$ cat src/rtl/decode_top_pkg.sv
// ============================================================================
// Module      : decode_top_pkg
// Description : Shared types, opcodes and instruction field layout for the
//               decode stage (register file, scoreboard, ALU request).
// Revision    : 1.0 - initial release
// ============================================================================
`default_nettype none

package decode_top_pkg;

    // Datapath and register-file geometry
    localparam int INSTR_WIDTH    = 32;
    localparam int PC_WIDTH       = 32;
    localparam int XLEN           = 32;
    localparam int NUM_REGS       = 32;
    localparam int REG_IDX_W      = $clog2(NUM_REGS);
    localparam int PEND_CNT_WIDTH = 2;

    // Instruction field ranges
    localparam int OPC_HI = 31;
    localparam int OPC_LO = 25;
    localparam int RD_HI  = 24;
    localparam int RD_LO  = 20;
    localparam int RA_HI  = 19;
    localparam int RA_LO  = 15;
    localparam int RB_HI  = 14;
    localparam int RB_LO  = 10;
    localparam int IMM_HI = 14;
    localparam int BLO_HI = 9;

    // Opcodes
    localparam logic [6:0] C_OP_ADD      = 7'h00;
    localparam logic [6:0] C_OP_SUB      = 7'h01;
    localparam logic [6:0] C_OP_MUL      = 7'h02;
    localparam logic [6:0] C_OP_LDB      = 7'h10;
    localparam logic [6:0] C_OP_LDW      = 7'h11;
    localparam logic [6:0] C_OP_STB      = 7'h12;
    localparam logic [6:0] C_OP_STW      = 7'h13;
    localparam logic [6:0] C_OP_MOV      = 7'h14;
    localparam logic [6:0] C_OP_BEQ      = 7'h30;
    localparam logic [6:0] C_OP_JUMP     = 7'h31;
    localparam logic [6:0] C_OP_TLBWRITE = 7'h32;
    localparam logic [6:0] C_OP_IRET     = 7'h33;

    typedef struct packed {
        logic [6:0]          opcode;
        logic [4:0]          rd;
        logic [XLEN-1:0]     ra_val;
        logic [XLEN-1:0]     rb_val;
        logic [XLEN-1:0]     imm;
        logic [PC_WIDTH-1:0] pc;
        logic                writes_rd;
        logic                illegal_xcpt;
    } alu_request_t;

    function automatic logic op_is_legal(input logic [6:0] op);
        case (op)
            C_OP_ADD, C_OP_SUB, C_OP_MUL, C_OP_LDB, C_OP_LDW, C_OP_STB,
            C_OP_STW, C_OP_MOV, C_OP_BEQ, C_OP_JUMP, C_OP_TLBWRITE,
            C_OP_IRET: return 1'b1;
            default:   return 1'b0;
        endcase
    endfunction

    // ra is the first operand / base address / jump target
    function automatic logic op_uses_ra(input logic [6:0] op);
        case (op)
            C_OP_ADD, C_OP_SUB, C_OP_MUL, C_OP_LDB, C_OP_LDW, C_OP_STB,
            C_OP_STW, C_OP_MOV, C_OP_BEQ, C_OP_JUMP,
            C_OP_TLBWRITE: return 1'b1;
            default:       return 1'b0;
        endcase
    endfunction

    // rb is the second ALU operand, store data, or compare operand
    function automatic logic op_uses_rb(input logic [6:0] op);
        case (op)
            C_OP_ADD, C_OP_SUB, C_OP_MUL, C_OP_STB, C_OP_STW, C_OP_BEQ,
            C_OP_TLBWRITE: return 1'b1;
            default:       return 1'b0;
        endcase
    endfunction

    function automatic logic op_writes_rd(input logic [6:0] op);
        case (op)
            C_OP_ADD, C_OP_SUB, C_OP_MUL, C_OP_LDB, C_OP_LDW,
            C_OP_MOV: return 1'b1;
            default:  return 1'b0;
        endcase
    endfunction

    // Branch-type instructions carry their offset split around the rd field
    function automatic logic op_is_branch(input logic [6:0] op);
        return (op == C_OP_BEQ) || (op == C_OP_JUMP);
    endfunction

endpackage

`default_nettype wire

$ cat src/rtl/decode_top_if.sv
// ============================================================================
// Module      : decode_top_if
// Description : Bus bundle around the decode stage: fetch input, stall/flush
//               control, writeback port and ALU request output.
// Revision    : 1.0 - initial release
// ============================================================================
`default_nettype none

interface decode_top_if;
    import decode_top_pkg::*;

    logic                   fetch_instr_valid;
    logic [INSTR_WIDTH-1:0] fetch_instr_data;
    logic [PC_WIDTH-1:0]    fetch_instr_pc;
    logic                   stall_fetch;
    logic                   stall_decode;
    logic                   flush_decode;
    logic                   wb_valid;
    logic [4:0]             wb_dest;
    logic [XLEN-1:0]        wb_data;
    logic                   alu_req_valid;
    alu_request_t           alu_req_info;

    // Surrounding pipeline (fetch, execute, writeback)
    modport master (
        output fetch_instr_valid, fetch_instr_data, fetch_instr_pc,
        output stall_decode, flush_decode,
        output wb_valid, wb_dest, wb_data,
        input  stall_fetch, alu_req_valid, alu_req_info
    );

    // Decode stage
    modport slave (
        input  fetch_instr_valid, fetch_instr_data, fetch_instr_pc,
        input  stall_decode, flush_decode,
        input  wb_valid, wb_dest, wb_data,
        output stall_fetch, alu_req_valid, alu_req_info
    );

endinterface

`default_nettype wire

$ cat src/rtl/decode_scoreboard.sv
// ============================================================================
// Module      : decode_scoreboard
// Description : Per-register in-flight writer counters with summed
//               issue/writeback/flush updates and RAW/WAW hazard output.
//               Optional: DECODE_WB_BYPASS_EN discounts a same-cycle
//               writeback from the source hazard check.
// Revision    : 1.0 - initial release
// ============================================================================
`default_nettype none

module decode_scoreboard #(
    parameter int NUM_REGS       = 32,
    parameter int PEND_CNT_WIDTH = 2
) (
    input  wire logic       clock,
    input  wire logic       reset,
    input  wire logic       instr_valid_i,
    input  wire logic [4:0] ra_idx_i,
    input  wire logic       ra_used_i,
    input  wire logic [4:0] rb_idx_i,
    input  wire logic       rb_used_i,
    input  wire logic [4:0] rd_idx_i,
    input  wire logic       rd_write_i,
    input  wire logic       inc_en_i,
    input  wire logic [4:0] inc_idx_i,
    input  wire logic       wb_en_i,
    input  wire logic [4:0] wb_idx_i,
    input  wire logic       flush_en_i,
    input  wire logic [4:0] flush_idx_i,
    output logic            hazard_o
);

    localparam logic [PEND_CNT_WIDTH-1:0] C_PEND_MAX = '1;
    localparam logic [PEND_CNT_WIDTH-1:0] C_ONE      = PEND_CNT_WIDTH'(1);

    logic [PEND_CNT_WIDTH-1:0] pend_q [NUM_REGS];
    logic [PEND_CNT_WIDTH-1:0] pend_d [NUM_REGS];
    logic [PEND_CNT_WIDTH-1:0] w_ra_pend;
    logic [PEND_CNT_WIDTH-1:0] w_rb_pend;
    logic                      w_underflow;

    // Net every register's increment and decrements into one update
    always_comb begin
        int v_net;
        v_net       = 0;
        w_underflow = 1'b0;
        for (int i = 0; i < NUM_REGS; i++) begin
            v_net = int'(pend_q[i]);
            if (inc_en_i && (int'(inc_idx_i) == i) && (i != 0)) begin
                v_net = v_net + 1;
            end
            if (wb_en_i && (int'(wb_idx_i) == i) && (i != 0)) begin
                v_net = v_net - 1;
            end
            if (flush_en_i && (int'(flush_idx_i) == i) && (i != 0)) begin
                v_net = v_net - 1;
            end
            if (v_net < 0) begin
                w_underflow = 1'b1;
                pend_d[i]   = '0;
            end else begin
                pend_d[i]   = PEND_CNT_WIDTH'(v_net);
            end
        end
    end

    // Pending counter state
    always_ff @(posedge clock or negedge reset) begin
        if (!reset) begin
            for (int i = 0; i < NUM_REGS; i++) begin
                pend_q[i] <= '0;
            end
        end else begin
            pend_q <= pend_d;
        end
    end

    // Effective pending count seen by each source operand
    always_comb begin
        w_ra_pend = pend_q[ra_idx_i];
        w_rb_pend = pend_q[rb_idx_i];
`ifdef DECODE_WB_BYPASS_EN
        if (wb_en_i && (wb_idx_i == ra_idx_i) && (w_ra_pend != '0)) begin
            w_ra_pend = w_ra_pend - C_ONE;
        end
        if (wb_en_i && (wb_idx_i == rb_idx_i) && (w_rb_pend != '0)) begin
            w_rb_pend = w_rb_pend - C_ONE;
        end
`endif
    end

    // RAW on any used non-zero source, WAW when rd's counter is saturated
    always_comb begin
        hazard_o = instr_valid_i & (
                   (ra_used_i  & (ra_idx_i != 5'd0) & (w_ra_pend != '0)) |
                   (rb_used_i  & (rb_idx_i != 5'd0) & (w_rb_pend != '0)) |
                   (rd_write_i & (pend_q[rd_idx_i] == C_PEND_MAX)));
    end

    // A writeback or flush with no tracked writer is a pipeline bug
    always @(posedge clock) begin
        if (reset) begin
            assert (!w_underflow);
        end
    end

endmodule

`default_nettype wire

$ cat src/rtl/decode_top.sv
// ============================================================================
// Module      : decode_top
// Description : Decode stage. Register file, scoreboard-based hazard stall,
//               illegal-opcode detection and a registered ALU request.
//               Optional: DECODE_WB_BYPASS_EN forwards same-cycle writeback
//               data to the source operands.
// Revision    : 1.0 - initial release
// ============================================================================
`default_nettype none

module decode_top
    import decode_top_pkg::*;
#(
    parameter int NUM_REGS       = 32,
    parameter int PEND_CNT_WIDTH = 2
) (
    input  wire logic     clock,
    input  wire logic     reset,
    decode_top_if.slave   bus
);

    logic [XLEN-1:0] rf_q [NUM_REGS];
    logic            req_valid_q;
    alu_request_t    req_q;
    alu_request_t    req_d;

    logic [6:0]      w_opc;
    logic [4:0]      w_rd;
    logic [4:0]      w_ra;
    logic [4:0]      w_rb;
    logic            w_legal;
    logic            w_ra_used;
    logic            w_rb_used;
    logic            w_writes;
    logic [XLEN-1:0] w_ra_val;
    logic [XLEN-1:0] w_rb_val;
    logic            w_wb_en;
    logic            w_flush_dec;
    logic            w_hazard;
    logic            w_issue;

    assign w_opc     = bus.fetch_instr_data[OPC_HI:OPC_LO];
    assign w_rd      = bus.fetch_instr_data[RD_HI:RD_LO];
    assign w_ra      = bus.fetch_instr_data[RA_HI:RA_LO];
    assign w_rb      = bus.fetch_instr_data[RB_HI:RB_LO];
    // Illegal instructions read and write nothing so they never stall
    assign w_legal   = op_is_legal(w_opc);
    assign w_ra_used = w_legal & op_uses_ra(w_opc);
    assign w_rb_used = w_legal & op_uses_rb(w_opc);
    assign w_writes  = w_legal & op_writes_rd(w_opc) & (w_rd != 5'd0);

    assign w_wb_en     = bus.wb_valid & (bus.wb_dest != 5'd0);
    // Killing the output entry releases the destination it had claimed
    assign w_flush_dec = bus.flush_decode & req_valid_q & req_q.writes_rd;
    assign w_issue     = bus.fetch_instr_valid & ~w_hazard &
                         ~bus.stall_decode & ~bus.flush_decode;

    assign bus.stall_fetch   = bus.stall_decode | w_hazard;
    assign bus.alu_req_valid = req_valid_q;
    assign bus.alu_req_info  = req_q;

    // Combinational operand read, r0 hard-wired to zero
    always_comb begin
        w_ra_val = '0;
        w_rb_val = '0;
        if (w_ra != 5'd0) begin
            w_ra_val = rf_q[w_ra];
`ifdef DECODE_WB_BYPASS_EN
            if (w_wb_en && (bus.wb_dest == w_ra)) begin
                w_ra_val = bus.wb_data;
            end
`endif
        end
        if (w_rb != 5'd0) begin
            w_rb_val = rf_q[w_rb];
`ifdef DECODE_WB_BYPASS_EN
            if (w_wb_en && (bus.wb_dest == w_rb)) begin
                w_rb_val = bus.wb_data;
            end
`endif
        end
    end

    // Build the request for the instruction fetch is presenting
    always_comb begin
        req_d              = '0;
        req_d.opcode       = w_opc;
        req_d.rd           = w_rd;
        req_d.ra_val       = w_ra_val;
        req_d.rb_val       = w_rb_val;
        req_d.pc           = bus.fetch_instr_pc;
        req_d.writes_rd    = w_writes;
        req_d.illegal_xcpt = ~w_legal;
        if (op_is_branch(w_opc)) begin
            req_d.imm = {{(XLEN-15){bus.fetch_instr_data[RD_HI]}},
                         bus.fetch_instr_data[RD_HI:RD_LO],
                         bus.fetch_instr_data[BLO_HI:0]};
        end else begin
            req_d.imm = {{(XLEN-15){bus.fetch_instr_data[IMM_HI]}},
                         bus.fetch_instr_data[IMM_HI:0]};
        end
    end

    // Architectural register file, written by the writeback port
    always_ff @(posedge clock or negedge reset) begin
        if (!reset) begin
            for (int i = 0; i < NUM_REGS; i++) begin
                rf_q[i] <= '0;
            end
        end else if (w_wb_en) begin
            rf_q[bus.wb_dest] <= bus.wb_data;
        end
    end

    // Output register: flush beats stall, stall holds, otherwise load/clear
    always_ff @(posedge clock or negedge reset) begin
        if (!reset) begin
            req_valid_q <= 1'b0;
            req_q       <= '0;
        end else if (bus.flush_decode) begin
            req_valid_q <= 1'b0;
        end else if (!bus.stall_decode) begin
            req_valid_q <= w_issue;
            if (w_issue) begin
                req_q <= req_d;
            end
        end
    end

    decode_scoreboard #(
        .NUM_REGS       (NUM_REGS),
        .PEND_CNT_WIDTH (PEND_CNT_WIDTH)
    ) u_sb (
        .clock         (clock),
        .reset         (reset),
        .instr_valid_i (bus.fetch_instr_valid),
        .ra_idx_i      (w_ra),
        .ra_used_i     (w_ra_used),
        .rb_idx_i      (w_rb),
        .rb_used_i     (w_rb_used),
        .rd_idx_i      (w_rd),
        .rd_write_i    (w_writes),
        .inc_en_i      (w_issue & w_writes),
        .inc_idx_i     (w_rd),
        .wb_en_i       (w_wb_en),
        .wb_idx_i      (bus.wb_dest),
        .flush_en_i    (w_flush_dec),
        .flush_idx_i   (req_q.rd),
        .hazard_o      (w_hazard)
    );

endmodule

`default_nettype wire

$ cat src/flat_wrapper.sv
// flat-port wrapper written by rule: the top's interface ports become plain ports
module decode_top_flat import decode_top_pkg::*;
#(
    parameter int NUM_REGS       = 32,
    parameter int PEND_CNT_WIDTH = 2
)
  (clock, reset, bus_fetch_instr_valid, bus_fetch_instr_data, bus_fetch_instr_pc, bus_stall_decode, bus_flush_decode, bus_wb_valid, bus_wb_dest, bus_wb_data, bus_stall_fetch, bus_alu_req_valid, bus_alu_req_info);
  decode_top_if bus_i ();
  input  wire logic clock;
  input  wire logic reset;
  input wire logic [$bits(bus_i.fetch_instr_valid)-1:0] bus_fetch_instr_valid;
  input wire logic [$bits(bus_i.fetch_instr_data)-1:0] bus_fetch_instr_data;
  input wire logic [$bits(bus_i.fetch_instr_pc)-1:0] bus_fetch_instr_pc;
  input wire logic [$bits(bus_i.stall_decode)-1:0] bus_stall_decode;
  input wire logic [$bits(bus_i.flush_decode)-1:0] bus_flush_decode;
  input wire logic [$bits(bus_i.wb_valid)-1:0] bus_wb_valid;
  input wire logic [$bits(bus_i.wb_dest)-1:0] bus_wb_dest;
  input wire logic [$bits(bus_i.wb_data)-1:0] bus_wb_data;
  output wire logic [$bits(bus_i.stall_fetch)-1:0] bus_stall_fetch;
  output wire logic [$bits(bus_i.alu_req_valid)-1:0] bus_alu_req_valid;
  output wire logic [$bits(bus_i.alu_req_info)-1:0] bus_alu_req_info;
  assign bus_i.fetch_instr_valid = bus_fetch_instr_valid;
  assign bus_i.fetch_instr_data = bus_fetch_instr_data;
  assign bus_i.fetch_instr_pc = bus_fetch_instr_pc;
  assign bus_i.stall_decode = bus_stall_decode;
  assign bus_i.flush_decode = bus_flush_decode;
  assign bus_i.wb_valid = bus_wb_valid;
  assign bus_i.wb_dest = bus_wb_dest;
  assign bus_i.wb_data = bus_wb_data;
  assign bus_stall_fetch = bus_i.stall_fetch;
  assign bus_alu_req_valid = bus_i.alu_req_valid;
  assign bus_alu_req_info = bus_i.alu_req_info;
  decode_top #(.NUM_REGS(NUM_REGS), .PEND_CNT_WIDTH(PEND_CNT_WIDTH)) u_core (.clock(clock), .reset(reset), .bus(bus_i));
endmodule
$ cat config.mk
export PLATFORM = sky130hd
export DESIGN_NAME = decode_top_flat
export DESIGN_NICKNAME = d
export VERILOG_FILES = /design/src/rtl/decode_top_pkg.sv /design/src/rtl/decode_top_if.sv /design/src/rtl/decode_scoreboard.sv /design/src/rtl/decode_top.sv /design/src/flat_wrapper.sv
export SDC_FILE = /design/constraint.sdc
export NUM_CORES = 2
export LEC_CHECK = 0
export ABC_AREA = 1
export CORE_MARGIN = 4
export CORE_UTILIZATION = 35
export CTS_CLUSTER_SIZE = 12
export DETAILED_ROUTE_END_ITERATION = 6
export SKIP_LAST_GASP = 1
export SYNTH_ARGS = -nofsm -noshare
export SYNTH_HDL_FRONTEND = slang
export SYNTH_SLANG_ARGS = --single-unit
$ cat constraint.sdc
create_clock -name clock -period 4 [get_ports clock]
set_input_delay 1.2 -clock clock [delete_from_list [all_inputs] [get_ports clock]]
set_output_delay 1.2 -clock clock [all_outputs]
set_load 0.02 [all_outputs]
## Word-level counts from Yosys, hierarchy flattened

Index checks and enable logic that the tools add are counted.

| cells by class | value |
|---|---|
| reduce and logical (&&, ||, !) cells | 107 |
| $lt $le $gt $ge | 36 |
| bitwise operators | 28 |
| equality and inequality tests | 106 |
| multiplexer cells | 151 |
| add/subtract/negate cells | 93 |

Operators by type and width:

| kind | number |
|---|---|
| two-way mux 32 bit | 71 |
| subtractor 32 x 2 -> 32 bit, second input constant | 62 |
| bitwise mux 1024 bit | 1 |
| < comparator 32 x 1 -> 1 bit, second input constant | 31 |
| binary-select mux 32 bit (select 5 bit) | 2 |
| == test 5 bit, second input constant | 48 |
| demux 32 bit (select 5 bit) | 1 |
| == test 5 x 4 -> 1 bit, second input constant | 24 |
| logical AND 1 bit | 94 |
| adder 2 x 1 -> 3 bit, second input constant | 31 |
| two-way mux 3 bit | 30 |
| two-way mux 2 bit | 37 |
| == test 5 x 3 -> 1 bit, second input constant | 12 |
| == test 7 x 5 -> 1 bit, second input constant | 5 |
| binary-select mux 2 bit (select 5 bit) | 3 |
| == test 5 x 2 -> 1 bit, second input constant | 6 |
| == test 7 x 6 -> 1 bit, second input constant | 4 |
| >= comparator 6 bit, second input constant | 4 |
| inverter 5 -> 6 bit | 4 |
| nonzero test 5 bit | 4 |
| AND 1 bit | 17 |
| == test 5 x 1 -> 1 bit, second input constant | 3 |
| OR reduction 12 bit | 1 |
| OR reduction 11 bit | 1 |
| 14 further kinds | 25 |

| word-level totals | value |
|---|---|
| input bits | 107 |
| output and inout bits | 144 |
| register bits after elaboration | 1229 |

## Depth between registers and ports, before layout

| depth | value |
|---|---|
| depth in word-level cells | 22 |
| gate-level depth with buffers | 32 |

## Hierarchy

From an unflattened synthesis, not the netlist that was laid out.

| unflattened totals | value |
|---|---|
| cell total of the unflattened synthesis | 10292 |
| area total of the unflattened synthesis | 69940.8 µm² |

Modules (own cells, without submodules):

| module | times used | cells each | seq. area each (µm²) | area each (µm²) |
|---|---|---|---|---|
| decode_top | 1 | 8884 | 28777.6 | 61352.6 |
| decode_scoreboard | 1 | 1408 | 1551.5 | 8588.2 |

## Least setup slack after synthesis

Ideal clock, no wire load.

| path | value |
|---|---|
| path type | input-to-reg |
| start | in bus_fetch_instr_data[17] |
| end | reg u_core.u_sb.pend_q[51] (netlist bit) |
| arrival time | 4008 ps |
| cell stages on the path | 20 |
| setup slack | -130 ps |
| buffers on the path | 3 |
| cells stage by stage | buf_2 -> nor2_2 -> inv_1 -> nor3_2 -> a21oi_1 -> nand3_1 -> nand3_2 -> nor2_4 -> buf_6 -> buf_2 -> nand4_1 -> nand2_1 -> inv_1 -> ha_1 -> ha_1 -> or3b_2 -> nand2_1 -> inv_1 -> o21ai_1 -> nor2_1 |

RTL lines:

| what | line | RTL |
|---|---|---|
| start: declaration | flat_wrapper.sv:12 | `input wire logic [$bits(bus_i.fetch_instr_data)-1:0] bus_fetch_instr_data;` |
| end signal: assignment | decode_scoreboard.sv:74 | `pend_q <= pend_d;` |
| end: declaration | decode_scoreboard.sv:36 | `logic [PEND_CNT_WIDTH-1:0] pend_q [NUM_REGS];` |

## Worst setup path after layout

| path | value |
|---|---|
| start | in bus_fetch_instr_data[26] |
| end | out bus_stall_fetch |

| between the ends | value |
|---|---|
| longest elaborated chain between the ends | 10 |
| elaborated cells on any way between the ends | 33 |
| classes of those cells | 11 x eq/ne; 4 x mux; 13 x bitwise; 5 x reduce/logical |

RTL lines:

| what | line | RTL |
|---|---|---|
| == test 7 x 6 -> 1 bit (tied with other cells) | decode_top_pkg.sv:57 | `case (op)` |
| OR reduction 12 bit (tied with other cells) | decode_top_pkg.sv:57 |  |
| two-way mux 1 bit (on tied branches) | decode_top_pkg.sv:57, decode_top_pkg.sv:67, decode_top_pkg.sv:77 |  |
| AND 1 bit (on tied branches) | decode_top.sv:48, decode_top.sv:49 |  |
| AND 1 bit (on tied branches) (2 in a row) | decode_scoreboard.sv:95, decode_scoreboard.sv:96 |  |
| OR 1 bit | decode_scoreboard.sv:95 | `(ra_used_i & (ra_idx_i != 5'd0) & (w_ra_pend != '0)) \|` |
| OR 1 bit (*) | decode_scoreboard.sv:96 | `(rb_used_i & (rb_idx_i != 5'd0) & (w_rb_pend != '0)) \|` |
| AND 1 bit (*) | decode_scoreboard.sv:94 | `hazard_o = instr_valid_i & (` |
| OR 1 bit (*) | decode_top.sv:58 | `assign bus.stall_fetch = bus.stall_decode \| w_hazard;` |
| end: declaration | flat_wrapper.sv:19 | `output wire logic [$bits(bus_i.stall_fetch)-1:0] bus_stall_fetch;` |

Every way passes the cells marked *; elsewhere a longest branch is shown, timed or not.

==> flow_summary.toml <==
[global_routing]
gr-total-overflow = 0
track_usage_pct = 29.9
grt_max_degree = 188
grt_antenna_before_repair = 19
grt_pass1_wl_um = 446000
grt_pass1_vias = 65676

[timing]
fin_crit_sh_pct = 99.7
finalHoldViolCount = 0
rsz0062_at_grt = "true"
whs_ns = 0.341
period_needed_ns = 3.99
slew_viol_final = 0
clock_skew_ns = 0.0375
maxSlewHeadroom_pct = 25.3
setup_viol = 0
fmax_mhz = 251
tightestPinTransition_ns = 1.12

[route]
wirelength_um = 308000
wl_per_cell_um = 26.1
drc = 0
avgViaCountPerCell = 5.95
dr.first_iter.drc_count = 10304
drt-pass1-iter-count = 7
vias = 70140
antenna_left = 0

[synth]
synthCells = 9007
ys_warn_count = 0
yosysUniqueCellTypes = 48
syn_nets = 9207
synth_area_leaders = "dfrtp_1 45%, nand2_1 11%, o21ai_0 11%"
ys_ff_latch = 1212
yosysSeqAreaShare_pct = 45.0
synthArstFlopShare_pct = 100
synth_area_per_cell_sq_um = 7.49
yosys_most_used_dff = "dfrtp_1"
synth_area_leader_cell = "dfrtp_1"
syn-cell-area_sq_mm = 0.0674
netlist.area_leader.share_pct = 45.0
synth_edf_count = 0
synth_common_cells = "2037 x nand2_1, 1501 x o21ai_0, 1212 x dfrtp_1"
synth.most_common_cell = "nand2_1"

[clock_network]
cts_hold_buf = 0
tritoncts = "done"
cts.htree.levels = 4
cts_buffers = 139
cts.sinks = 1212
insertion_delay_ns = 0.80
clk_transition_reported_paths_ns = 0.05
cts_buffer_depth = 3
cts-root-buf = "clkbuf_16"

[setup_path]
worstReg2RegStart = "u_core.u_sb.pend_q[57]"
ff2ff_path_depth = 23
reg2reg_slack_ns = 0.29
cp-start-kind = "primary input"
startpoint = "bus_fetch_instr_data[26]"
worst-path-max-fanout = 3
worst_ep_arrival_time_ns = 2.79
required_ns = 2.80
crit_type = "in -> out"
reg2reg_to = "u_core.u_sb.pend_q[55]"
end_kind = "output pin"
endpoint = "bus_stall_fetch"

[run_status]
status = "complete, no violations"

[layout]
final_util_pct = 42.0
drive_gt1_share_pct = 9.88
n_fill_cell = 18983
nets = 9368
synthToLayoutAreaGrowth_pct = 18.9

[placement]
dp_hpwl_um = 186000
place.gp.congestion = 0.970
port_buffers = 250

[run]
cap_violations = 0

[power]
power_density_mw_per_mm2 = 503
ir_drop_uv = 501
p_leak_uw = 0.0361

[hold_path]
hold_class = "in -> async"

[die]
core_sq_mm = 0.191
start_util_pct = 35.3
fp.dieW_um = 447
ios = 251
die-area_sq_mm = 0.200
num_rows = 160
die_h_um = 447
[registers in the layout, indices dropped and copies added, names as in the netlist]
| signal | cells |
|---|---|
| u_core.u_sb.pend_q | 62 |
| u_core.bus.alu_req_valid | 1 |
| u_core.rf_q | 1024 |
| u_core.bus.alu_req_info | 125 |
[cell type report]
class,instances,area [sq um],share of cell area [%]
multi-input combinational,5976,30600,38.1
sequential,1212,30300,37.8
timing repair buffer,792,7610,9.49
clock buffer,217,4190,5.23
inverter,1047,4000,4.98
tap,2511,3140,3.92
clock inverter,30,343,0.427
antenna,11,27.5,0.0343
[worst max-delay path, cell delays in order]
cell	delay (ns)
dlygate4sd2_1	0.26
buf_6	0.13
inv_1	0.07
nand3_1	0.10
o21ai_1	0.15
buf_4	0.18
nor2_2	0.06
a21oi_2	0.15
nand3_2	0.11
nand3_4	0.14
nand2_2	0.06
nand2_2	0.06
buf_6	0.11
[power breakdown]
group	total (uW)	internal, uW	switching, uW	leakage [uW]
Sequential	16700	14900	1750	0.0146
Clock	12900	7420	5520	0.00224
Combinational	10700	3940	6770	0.0193
Total	40300	26300	14000	0.0361
[cell usage in the layout, fill, tap and decap left out, types with 16 or more instances in the layout]
cell type        netlist  layout
o22ai_1              180     180
a221oi_1              84      84
ha_1                  93      93
or2_2                 27      27
clkbuf_1             615      37
o21ai_1               11      16
nand2_1             2037    2024
buf_6                  3      16
buf_12                 0      80
nand3_1              432     428
clkbuf_16              0     140
o2111ai_1             68      68
a31oi_1               22      22
buf_4                 24     454
a22oi_1               61      61
o21ai_0             1501    1495
clkinv_2               0      16
dfrtp_1             1212    1210
clkdlybuf4s50_1        0     226
inv_1               1028    1006
clkbuf_8               0      41
nand4_1              147     147
nor2_1               415     377
nor2_4                 1      30
a21oi_1              447     443
o211ai_1             156     156
inv_2                 14      23
o221ai_1             186     186
o311ai_0              18      18
[cell families (layout without fill, tap and decap cells)]
kind of cell	count (synthesis)	count (layout)	share of synthesized area (%)
xor+xnor	12	12	0.156
flops	1212	1212	45.0
simple gates	3103	3103	18.9
compound gates	2768	2768	23.9
fa+ha+maj	93	93	1.73
other cells	0	11	0
buf+inv	1819	2086	10.4
[routing by layer]
layer  vias to the layer above  share of wire, %  GRT usage [%]
li1                      30671                 -              -
met1                     33600                39           39.7
met2                      4865                42           43.7
met3                       992                12           7.76
met4                        12               7.0           17.9
met5                         -             0.033              0
[worst min path at each step]
stage                                   endpoint  cells after the start
final                     u_core.u_sb.pend_q[29]                      1
after global routing      u_core.u_sb.pend_q[28]                      1
after CTS                 u_core.u_sb.pend_q[29]                      1
after detailed placement       u_core.rf_q[1010]                      0
after global placement         u_core.rf_q[1011]                      0
after floorplan                u_core.rf_q[1000]                      1
[per-stage QoR]
| stage | power [uW] | setup WS, ns | setup TNS (ns) | area, sq um | std cells |
|---|---|---|---|---|---|
| detailed placement | 27200 | -1.18 | -117.73 | 75300 | 11527 |
| CTS | 40200 | 0.000356 | 0 | 80100 | 11783 |
| floorplan | 22800 | 0.00174 | 0 | 67500 | 9007 |
| global route | 42400 | -0.0426 | -0.0426 | 80200 | 11791 |
| global placement | 26900 | -1.16 | -110.57 | 75300 | 11527 |
| finish | 40300 | 0.0104 | 0 | 80200 | 11796 |
[timing repair]
item | in CTS | in global routing
pin swaps | 24 | 24
setup endpoints to repair | 63 | 19
resized for setup | 84 | 36
buffers inserted | 10 | 2
(Power assumes the default switching activity.)
